**src/rtl/coin_acceptor_if.sv**
```systemverilog
// rtl/coin_acceptor_if.sv - coin sensor inputs and accepted-coin outputs of the coin acceptor
interface coin_acceptor_if #(
  parameter int CNT_W = 8
);
  logic             raw_quarter;
  logic             raw_dollar;
  logic             inhibit;
  logic             q_in;
  logic             d_in;
  logic             reject;
  logic             jam;
  logic [CNT_W-1:0] q_cnt;
  logic [CNT_W-1:0] d_cnt;

  modport master (
    output raw_quarter, raw_dollar, inhibit,
    input  q_in, d_in, reject, jam, q_cnt, d_cnt
  );

  modport slave (
    input  raw_quarter, raw_dollar, inhibit,
    output q_in, d_in, reject, jam, q_cnt, d_cnt
  );
endinterface

```
**src/rtl/coin_acceptor.sv**
```systemverilog
// rtl/coin_acceptor.sv - synchronise, debounce and validate quarter/dollar sensors
module coin_acceptor #(
  parameter int DEBOUNCE = 4,
  parameter int CNT_W    = 8
) (
  input  logic          clk,
  input  logic          rst,
  coin_acceptor_if.slave bus
);
  localparam int CW = $clog2(DEBOUNCE);
  localparam logic [CW-1:0] LAST = CW'(DEBOUNCE - 1);

  typedef enum logic [2:0] {IDLE, SETTLE, PULSE, RELEASE, JAM} state_t;

  state_t           state, state_nx;
  logic [CW-1:0]    cnt, cnt_nx;
  logic             is_dollar, is_dollar_nx;
  logic             reject_r, reject_nx;
  logic [1:0]       q_sync, d_sync;
  logic [CNT_W-1:0] q_cnt_r, d_cnt_r;
  logic             s_q, s_d, lat, oth;

  assign s_q = q_sync[1];
  assign s_d = d_sync[1];
  assign lat = is_dollar ? s_d : s_q;
  assign oth = is_dollar ? s_q : s_d;

  always_ff @(posedge clk or posedge rst) begin
    if (rst) begin
      q_sync    <= 2'b00;
      d_sync    <= 2'b00;
      state     <= IDLE;
      cnt       <= '0;
      is_dollar <= 1'b0;
      reject_r  <= 1'b0;
      q_cnt_r   <= '0;
      d_cnt_r   <= '0;
    end else begin
      q_sync    <= {q_sync[0], bus.raw_quarter};
      d_sync    <= {d_sync[0], bus.raw_dollar};
      state     <= state_nx;
      cnt       <= cnt_nx;
      is_dollar <= is_dollar_nx;
      reject_r  <= reject_nx;
      if (state == PULSE && !is_dollar && q_cnt_r != '1)
        q_cnt_r <= q_cnt_r + 1'b1;
      if (state == PULSE && is_dollar && d_cnt_r != '1)
        d_cnt_r <= d_cnt_r + 1'b1;
    end
  end

  always_comb begin
    state_nx     = state;
    cnt_nx       = cnt;
    is_dollar_nx = is_dollar;
    reject_nx    = 1'b0;
    case (state)
      IDLE: begin
        if (s_q && s_d) begin
          state_nx = JAM;
          cnt_nx   = '0;
        end else if (s_q ^ s_d) begin
          cnt_nx = '0;
          if (bus.inhibit) begin
            reject_nx = 1'b1;
            state_nx  = RELEASE;
          end else begin
            is_dollar_nx = s_d;
            state_nx     = SETTLE;
          end
        end
      end
      SETTLE: begin
        if (!lat) begin
          state_nx = IDLE;
        end else if (oth) begin
          state_nx = JAM;
          cnt_nx   = '0;
        end else if (cnt == LAST) begin
          state_nx = PULSE;
        end else begin
          cnt_nx = cnt + 1'b1;
        end
      end
      PULSE: begin
        state_nx = RELEASE;
        cnt_nx   = '0;
      end
      RELEASE, JAM: begin
        // Any activity on either line restarts the quiet-time window.
        if (s_q || s_d) begin
          cnt_nx = '0;
        end else if (cnt == LAST) begin
          state_nx = IDLE;
          cnt_nx   = '0;
        end else begin
          cnt_nx = cnt + 1'b1;
        end
      end
      default: begin
        state_nx = IDLE;
        cnt_nx   = '0;
      end
    endcase
  end

  assign bus.q_in   = (state == PULSE) && !is_dollar;
  assign bus.d_in   = (state == PULSE) && is_dollar;
  assign bus.reject = reject_r;
  assign bus.jam    = (state == JAM);
  assign bus.q_cnt  = q_cnt_r;
  assign bus.d_cnt  = d_cnt_r;
endmodule

```
**src/flat_wrapper.sv**
```systemverilog
// flat-port wrapper written by rule: the top's interface ports become plain ports
module coin_acceptor_flat 
#(
  parameter int DEBOUNCE = 4,
  parameter int CNT_W    = 8
)
  (clk, rst, bus_raw_quarter, bus_raw_dollar, bus_inhibit, bus_q_in, bus_d_in, bus_reject, bus_jam, bus_q_cnt, bus_d_cnt);
  coin_acceptor_if #(.CNT_W(CNT_W)) bus_i ();
  input  logic clk;
  input  logic rst;
  input wire logic [$bits(bus_i.raw_quarter)-1:0] bus_raw_quarter;
  input wire logic [$bits(bus_i.raw_dollar)-1:0] bus_raw_dollar;
  input wire logic [$bits(bus_i.inhibit)-1:0] bus_inhibit;
  output wire logic [$bits(bus_i.q_in)-1:0] bus_q_in;
  output wire logic [$bits(bus_i.d_in)-1:0] bus_d_in;
  output wire logic [$bits(bus_i.reject)-1:0] bus_reject;
  output wire logic [$bits(bus_i.jam)-1:0] bus_jam;
  output wire logic [$bits(bus_i.q_cnt)-1:0] bus_q_cnt;
  output wire logic [$bits(bus_i.d_cnt)-1:0] bus_d_cnt;
  assign bus_i.raw_quarter = bus_raw_quarter;
  assign bus_i.raw_dollar = bus_raw_dollar;
  assign bus_i.inhibit = bus_inhibit;
  assign bus_q_in = bus_i.q_in;
  assign bus_d_in = bus_i.d_in;
  assign bus_reject = bus_i.reject;
  assign bus_jam = bus_i.jam;
  assign bus_q_cnt = bus_i.q_cnt;
  assign bus_d_cnt = bus_i.d_cnt;
  coin_acceptor #(.DEBOUNCE(DEBOUNCE), .CNT_W(CNT_W)) u_core (.clk(clk), .rst(rst), .bus(bus_i));
endmodule
```
**config.mk**
```make
export PLATFORM = sky130hd
export DESIGN_NAME = coin_acceptor_flat
export DESIGN_NICKNAME = d
export VERILOG_FILES = /design/src/rtl/coin_acceptor_if.sv /design/src/rtl/coin_acceptor.sv /design/src/flat_wrapper.sv
export SDC_FILE = /design/constraint.sdc
export NUM_CORES = 1
export LEC_CHECK = 0
export CAP_MARGIN = 10
export CORE_MARGIN = 4
export CORE_UTILIZATION = 41
export CTS_CLUSTER_SIZE = 28
export DETAILED_ROUTE_END_ITERATION = 8
export GPL_TIMING_DRIVEN = 1
export PLACE_DENSITY_LB_ADDON = 0.12
export SYNTH_ARGS = -nofsm -noshare
export SYNTH_HDL_FRONTEND = slang
export SYNTH_SLANG_ARGS = --single-unit
```
**constraint.sdc**
```tcl
create_clock -name clk -period 4.4 [get_ports clk]
set_input_delay 0.88 -clock clk [delete_from_list [all_inputs] [get_ports clk]]
set_output_delay 0.88 -clock clk [all_outputs]
set_load 0.01 [all_outputs]
```
* After elaboration in Yosys (flattened, before gate mapping)
Cells that the tools add are included.
** Storage, ports and cells
- Bits in registers :: 27
- Bits in latches :: 0
- Bits in writable memories :: 0
- ROM bits :: 0
- Input port bits :: 5
- Output and inout bits :: 20
- Memories :: 0
** Operators by class
- Add/subtract/negate cells :: 3
- Multipliers :: 0
- Divide/modulo/power cells :: 0
- $lt $le $gt $ge :: 0
- Equal/unequal tests :: 13
- Shift operators :: 0
- Multiplexer cells :: 23
- Bitwise logic cells :: 3
- Reduce and logical (&&, ||, !) cells :: 12
** Operators by type and width (number)
- $mux 3 :: 7
- $add 8x1->8 const B :: 2
- $mux 2 :: 8
- $ne 8x8->1 const B :: 2
- $pmux 3 s4 :: 1
- $reduce_and 4->1 :: 2
- $eq 3x2->1 const B :: 2
- $mux 1 :: 6
- $pmux 2 s3 :: 1
- $logic_and 1x1->1 :: 5
- $ne 2x1->1 const B :: 2
- $ne 4x4->1 const B :: 1
- $eq 3x1->1 const B :: 1
- $eq 3x3->1 const B :: 1
- $logic_not 3->1 :: 1
- $ne 3x1->1 const B :: 1
- $ne 3x2->1 const B :: 1
- $reduce_and 3->1 :: 1
- $add 2x1->2 const B :: 1
- $eq 2x2->1 const B :: 1
- $ne 2x2->1 const B :: 1
- $not 1->1 :: 2
- $reduce_or 2->1 :: 1
- $logic_not 1->1 :: 1
- 2 further kinds :: 2

* Logic depth before layout (Yosys ltp)
Gate-level depths: netlist of run 1.
- Depth in word-level cells :: 5
- Gate-level depth with buffers :: 6
- Depth with buffers taken out :: 6

* Least setup slack after synthesis of run 1
No wires, ideal clock.
- Kind :: reg-to-output
- Start point :: register u_core.state[0]
- End point :: output bus_q_in
- Data arrival time :: 866 ps
- Data required time :: 3520 ps
- Path slack :: 2654 ps
- Cell stages (with the launch flop) :: 2
- Buffers on the path :: 0
- Cells stage by stage :: dfrtp_1 > nor4b_4
** On the way
- Cells in the longest elaborated chain, start to end :: 2
** Ends and longest elaborated chain
- start: declaration :: line coin_acceptor.sv:15 : state_t state, state_nx;
- start signal: assignment :: line coin_acceptor.sv:41 : state <= state_nx;
- $eq 3x2->1 :: line coin_acceptor.sv:107 : assign bus.q_in = (state == PULSE) && !is_dollar;
- $logic_and 1x1->1 :: line coin_acceptor.sv:107
- end: declaration :: line flat_wrapper.sv:14 : output wire logic [$bits(bus_i.q_in)-1:0] bus_q_in;
Every way passes these cells.

* Final worst setup path of run 1
Same ends and word-level chain as after synthesis.

==> results_dict.tcl, run 1 <==
set metrics [dict create \
    area_delta_synth_final_pct 21.4 \
    firstDrtPassIters 4 \
    cp.arrival_ns 2.01 \
    clockBufferDepth 2 \
    cts_buffers 3 \
    worst_pin_slew_ns 1.01 \
    cp-end-kind "output port" \
    ys_warn_count 0 \
    synthCells 130 \
    ios 25 \
    tritoncts "done" \
    core_area_um2 3340 \
    vias 1014 \
    holdBufCountCts 0 \
    grt_pass1_wl_um 4510 \
    dpl.hpwl_um 1900 \
    async_flop_share 1.00 \
    cts_resized 0 \
    wl_um 2520 \
    fin_crit_sh 0.658 \
    fillers 323 \
    grt.overflow.total 0 \
    ant_nets 0 \
    setup_tns_ns 0 \
    hold_class "flip-flop to flip-flop" \
    slowest_delay_ns 0.62 \
    status "completed" \
    post_cts.repair.setup_buffers 0 \
    dieHeight_um 66.8 \
    wl_per_cell_um 12.5 \
    grt_usage 0.134 \
    rows 21 \
    slew_viol_final 0 \
    criticalPathCategory "flip-flop to output port" \
    yosysSeqAreaShare 0.476 \
    crit_fanout 16 \
    syn_area_um2 1420 \
    root_buffer "clkbuf_4" \
    p_per_area_nw_per_um2 462 \
    worstReg2RegStart "u_core.d_sync[1]" \
    avgSynthCellArea_um2 10.9 \
    drc_errors 0 \
    layout.nets 168 \
    p_leak_nw 0.766 \
    critPathSlowestCell "clkdlybuf4s50_1" \
    max_freq_ghz 0.345 \
    hold_viol 0 \
    drive_above_1_share 0.0774 \
    antenna_found_initial 0 \
    synth_edf_count 0 \
    synth_flop_cell "dfrtp_1" \
    cts_sinks 27 \
    fin_area_um2 1720 \
    critPathLaunchType "flip-flop" \
    viasPerCell 5.04 \
    die_w_um 66.8 \
    peakVddDrop_v 0.000201 \
    hold-path-endpoint "u_core.d_sync[1]" \
    r2r-end "u_core.cnt[0]" \
    cts.clk_slew.worst_paths_ns 0.14 \
    worstPathCellList "nor4b_4, clkdlybuf4s50_1" \
    h-tree-depth 1 \
    num_antenna_cells 0 \
    relSlewSlack 0.327 \
    portBuffers 24 \
    initial_core_util 0.425 \
    r2r_slack_ns 2.63 \
    critPathRequiredTime_ns 3.52 \
    grt_pass1_vias 985 \
    drt_iter0_drc 23 \
    grt_max_degree 28 \
    min_period_ns 2.89 \
    insertion_delay_ns 0.31 \
    yosys.cell_types.count 41 \
    maxCapViolCount 0 \
    rr_worst_depth 6 \
    finalSetupViolations 0 \
    hold_depth 0 \
    gp_congestion 0.721 \
    place_area_um2 1700 \
    dieArea_um2 4470 \
    ys_ff_latch 27 \
    skew_ns 0.00765 \
    syn-num-nets 142 \
    rsz0062_at_grt "false" \
    min_from "u_core.d_sync[0]" \
]
## cells in the mapped netlist, types with 2 or more instances
library cell  instances  share of area
a21oi_1               4          0.014
and2_1                2         0.0088
buf_4                 2          0.011
dfrtp_1              27           0.48
ha_1                  7          0.062
inv_1                 7          0.019
mux2_1                3          0.024
nand2_1              10          0.026
nand2b_1              2         0.0088
nand3_1               5          0.018
nand4_1               3          0.013
nor2_1               12          0.032
o211ai_2              2          0.018
o21ai_0               3          0.011
o21ai_1               3          0.011
xnor2_1               8          0.049
xor2_1                6          0.037
## flip-flops by register name, summed over array words and instances (netlist names)
signal and count:
u_core.bus.d_cnt 8, u_core.d_sync 2, u_core.cnt 2, u_core.bus.reject 1, u_core.is_dollar 1, u_core.q_sync 2, u_core.state 3, u_core.bus.q_cnt 8
## cell type report
class                           count  area (um^2)  area share
Sequential cell                    27          676       0.392
Multi-Input combinational cell     93          697       0.405
Clock buffer                        4         26.3      0.0153
Timing Repair Buffer               24          240       0.139
Inverter                            7         26.3      0.0153
Tap cell                           46         57.6      0.0334
## cells in the final DEF, fill, tap and decap left out, drive strengths merged, types with 4 or more instances in the layout
cell type	instances
nor2	12
o21ai	7
dfrtp	27
clkdlybuf4s50	24
nand4	4
inv	7
a21oi	4
clkbuf	4
xor2	6
nand3	5
nand2	10
xnor2	8
ha	7
## stage by stage
stage / util / cells / hold WS (ns) / power [mW] / setup WS, ns
floorplan: - / 130 / 0.331 / 0.582 / 2.65
global placement: 0.508 / 197 / 0.332 / 0.690 / 1.91
detailed placement: 0.508 / 197 / 0.336 / 0.703 / 1.88
CTS: 0.516 / 201 / 0.368 / 0.811 / 1.49
global route: 0.516 / 201 / 0.379 / 0.867 / 1.37
finish: 0.516 / 201 / 0.364 / 0.796 / 1.51
## critical path, delay by kind of cell, from the launching register on
family / cells / cell delay (ns)
AND/OR/NAND/NOR: 1 / 0.49
flip-flops: 1 / 0.59
buffers and inverters: 1 / 0.62
## power by group
part	internal, mW	switching (mW)
clock network	0.0354	0.0667
registers	0.303	0.0983
logic	0.169	0.124
## per-layer routing
metal	routed length, um	GRT usage	vias up	part of all wire
li1	-	-	510	-
met1	1190	0.182	477	0.47
met2	1200	0.198	23	0.47
met3	95	0.0354	4	0.038
met4	38	0.0635	0	0.015
met5	0	0	-	0
## worst max-delay path by stage
stage                     cells past startpoint  slack (ns)  endpoint            start
after CTS                                     2        1.49  bus_q_in  u_core.state[0]
after global placement                        2        1.91  bus_q_in  u_core.state[0]
after global routing                          2        1.37  bus_q_in  u_core.state[0]
after detailed placement                      2        1.88  bus_q_in  u_core.state[0]
final                                         2        1.51  bus_q_in  u_core.state[0]
after floorplan                               1        2.65  bus_q_in  u_core.state[0]
## cell families (layout without fill, tap and decap cells)
kind of cell    after synthesis  in the layout  synth area share
simple gates                 45             45             0.193
flops                        27             27             0.476
compound gates               24             24             0.126
xor+xnor                     14             14            0.0864
buf+inv                      10             35            0.0326
fa+ha+maj                     7              7            0.0617
mux                           3              3            0.0238
(Power assumes the default switching activity.)
==> inputs of run 2 (changes only) <==
==> constraint.sdc (replaced) <==
create_clock -name clk -period 2.6 [get_ports clk]
set_input_delay 0.52 -clock clk [delete_from_list [all_inputs] [get_ports clk]]
set_output_delay 0.52 -clock clk [all_outputs]
set_load 0.01 [all_outputs]
==> run 2 against run 1 <==
Die area did not move. Cell count rose by 2.0%. Flip-flop and latch count did not move. Hold slack got worse by 0.00065 ns. Clock skew rose by 0.0028 ns. Critical endpoint unchanged. Wire length rose by 3.7%. Register-to-register slack got worse by 1.8 ns.
==> results_dict.tcl, run 2 (synthesis gave the netlist of run 1 again) <==
set metrics [dict create \
    drc_errors 0 \
    peakVddDrop_v 0.000383 \
    die_w_um 66.8 \
    initial_core_util 0.425 \
    area_delta_synth_final_pct 23.5 \
    root_buffer "clkbuf_4" \
    layout.nets 172 \
    antenna_found_initial 0 \
    maxCapViolCount 0 \
    max_freq_ghz 0.412 \
    dpl.hpwl_um 1940 \
    post_cts.repair.setup_buffers 0 \
    clockBufferDepth 2 \
    wl_um 2610 \
    cts_sinks 27 \
    fillers 305 \
    skew_ns 0.0104 \
    portBuffers 24 \
    drive_above_1_share 0.101 \
    fin_crit_sh 0.932 \
    hold_class "flip-flop to flip-flop" \
    cp.arrival_ns 1.90 \
    min_period_ns 2.42 \
    place_ws_ns 0.428 \
    tritoncts "done" \
    cts_buffers 3 \
    hold_viol 0 \
    dieArea_um2 4470 \
    wl_per_cell_um 12.8 \
    rsz0062_at_grt "false" \
    crit_buf_inv 1 \
    cp-startpoint "u_core.state[0]" \
    grt_pass1_wl_um 4720 \
    grt_max_degree 28 \
    dieHeight_um 66.8 \
    total_power_mw 1.38 \
    finalNonFillerCells 205 \
    cts_resized 0 \
    num_antenna_cells 0 \
    holdBufCountCts 0 \
    critPathRequiredTime_ns 2.08 \
    ant_nets 0 \
    vias 1045 \
    insertion_delay_ns 0.31 \
    final_cell_mix "dfrtp_1, clkdlybuf4s50_1, nor2_1" \
    critPathLaunchType "flip-flop" \
    min_from "u_core.q_sync[0]" \
    crit_fanout 16 \
    h-tree-depth 1 \
    rows 21 \
    finalSetupViolations 0 \
    status "completed" \
    worstPathCellList "nor4b_4, clkdlybuf4s50_1" \
    setup_tns_ns 0 \
    fin_ws_ns 0.176 \
    critPathSlowestCell "clkdlybuf4s50_1" \
    core_area_um2 3340 \
    worst_pin_slew_ns 0.512 \
    gp_congestion 0.761 \
    dp_cells 198 \
    firstDrtPassIters 4 \
    ios 25 \
    cts.clk_slew.worst_paths_ns 0.14 \
    final_common_cell "dfrtp_1" \
    drt_iter0_drc 46 \
    cp-end-kind "output port" \
    relSlewSlack 0.659 \
    grt_pass1_vias 1073 \
    slowest_delay_ns 0.60 \
    slew_viol_final 0 \
    worstReg2RegStart "u_core.d_sync[1]" \
    grt_usage 0.138 \
    final_util 0.525 \
    grt.overflow.total 0 \
    criticalPathCategory "flip-flop to output port" \
    p_leak_nw 0.787 \
    viasPerCell 5.10 \
    p_per_area_nw_per_um2 785 \
    critPathTopFamily "buffers and inverters" \
]
-- run 2: cell types whose count changed in the layout (fill, tap and decap cells not counted) --
| cell | change |
|---|---|
| buf_4 | +4 |
-- run 2: worst register-to-register path: cells and delay by family, from the launching register on --
kind,cells,cell delay (ns)
compound gates,3,0.70
fa+ha+maj,1,0.28
buf+inv,1,0.08
flops,1,0.45
simple gates,1,0.17
-- run 2: power breakdown --
part | internal [mW] | switching, mW
Sequential | 0.514 | 0.168
Clock | 0.0599 | 0.116
Combinational | 0.305 | 0.214
Total | 0.879 | 0.498
-- run 2: path summary, 6_finish.rpt --
check / end / slack (ns) / cells after the start
max: bus_q_in / 0.18 / 2
min: u_core.q_sync[1] / 0.36 / 0
max reg2reg: u_core.cnt[0] / 0.83 / 6
min reg2reg: u_core.q_sync[1] / 0.36 / 0
max in group asynchronous: u_core.q_sync[0] / 1.79 / 3
min in group asynchronous: u_core.bus.q_cnt[1] / 0.54 / 3
-- run 2: layout make-up --
type / instances / area [um^2] / share of cell area
well taps: 46 / 57.6 / 0.0328
multi-input cells: 93 / 697 / 0.398
flip-flops and latches: 27 / 676 / 0.385
repair buffers: 28 / 270 / 0.154
clock buffers: 4 / 26.3 / 0.0150
inverters: 7 / 26.3 / 0.0150
-- run 2: metal layers --
metal | track usage | wire (um)
met1 | 0.176 | 1230
met2 | 0.226 | 1270
met3 | 0.0337 | 98
met4 | 0.0457 | 16
met5 | 0 | 0
-- run 2: through the flow --
step,instance area (um^2),hold WS [ns]
after detailed placement,1700,0.336
after global routing,1750,0.382
final,1750,0.363
after CTS,1730,0.368
after floorplan,1420,0.331
after global placement,1700,0.332
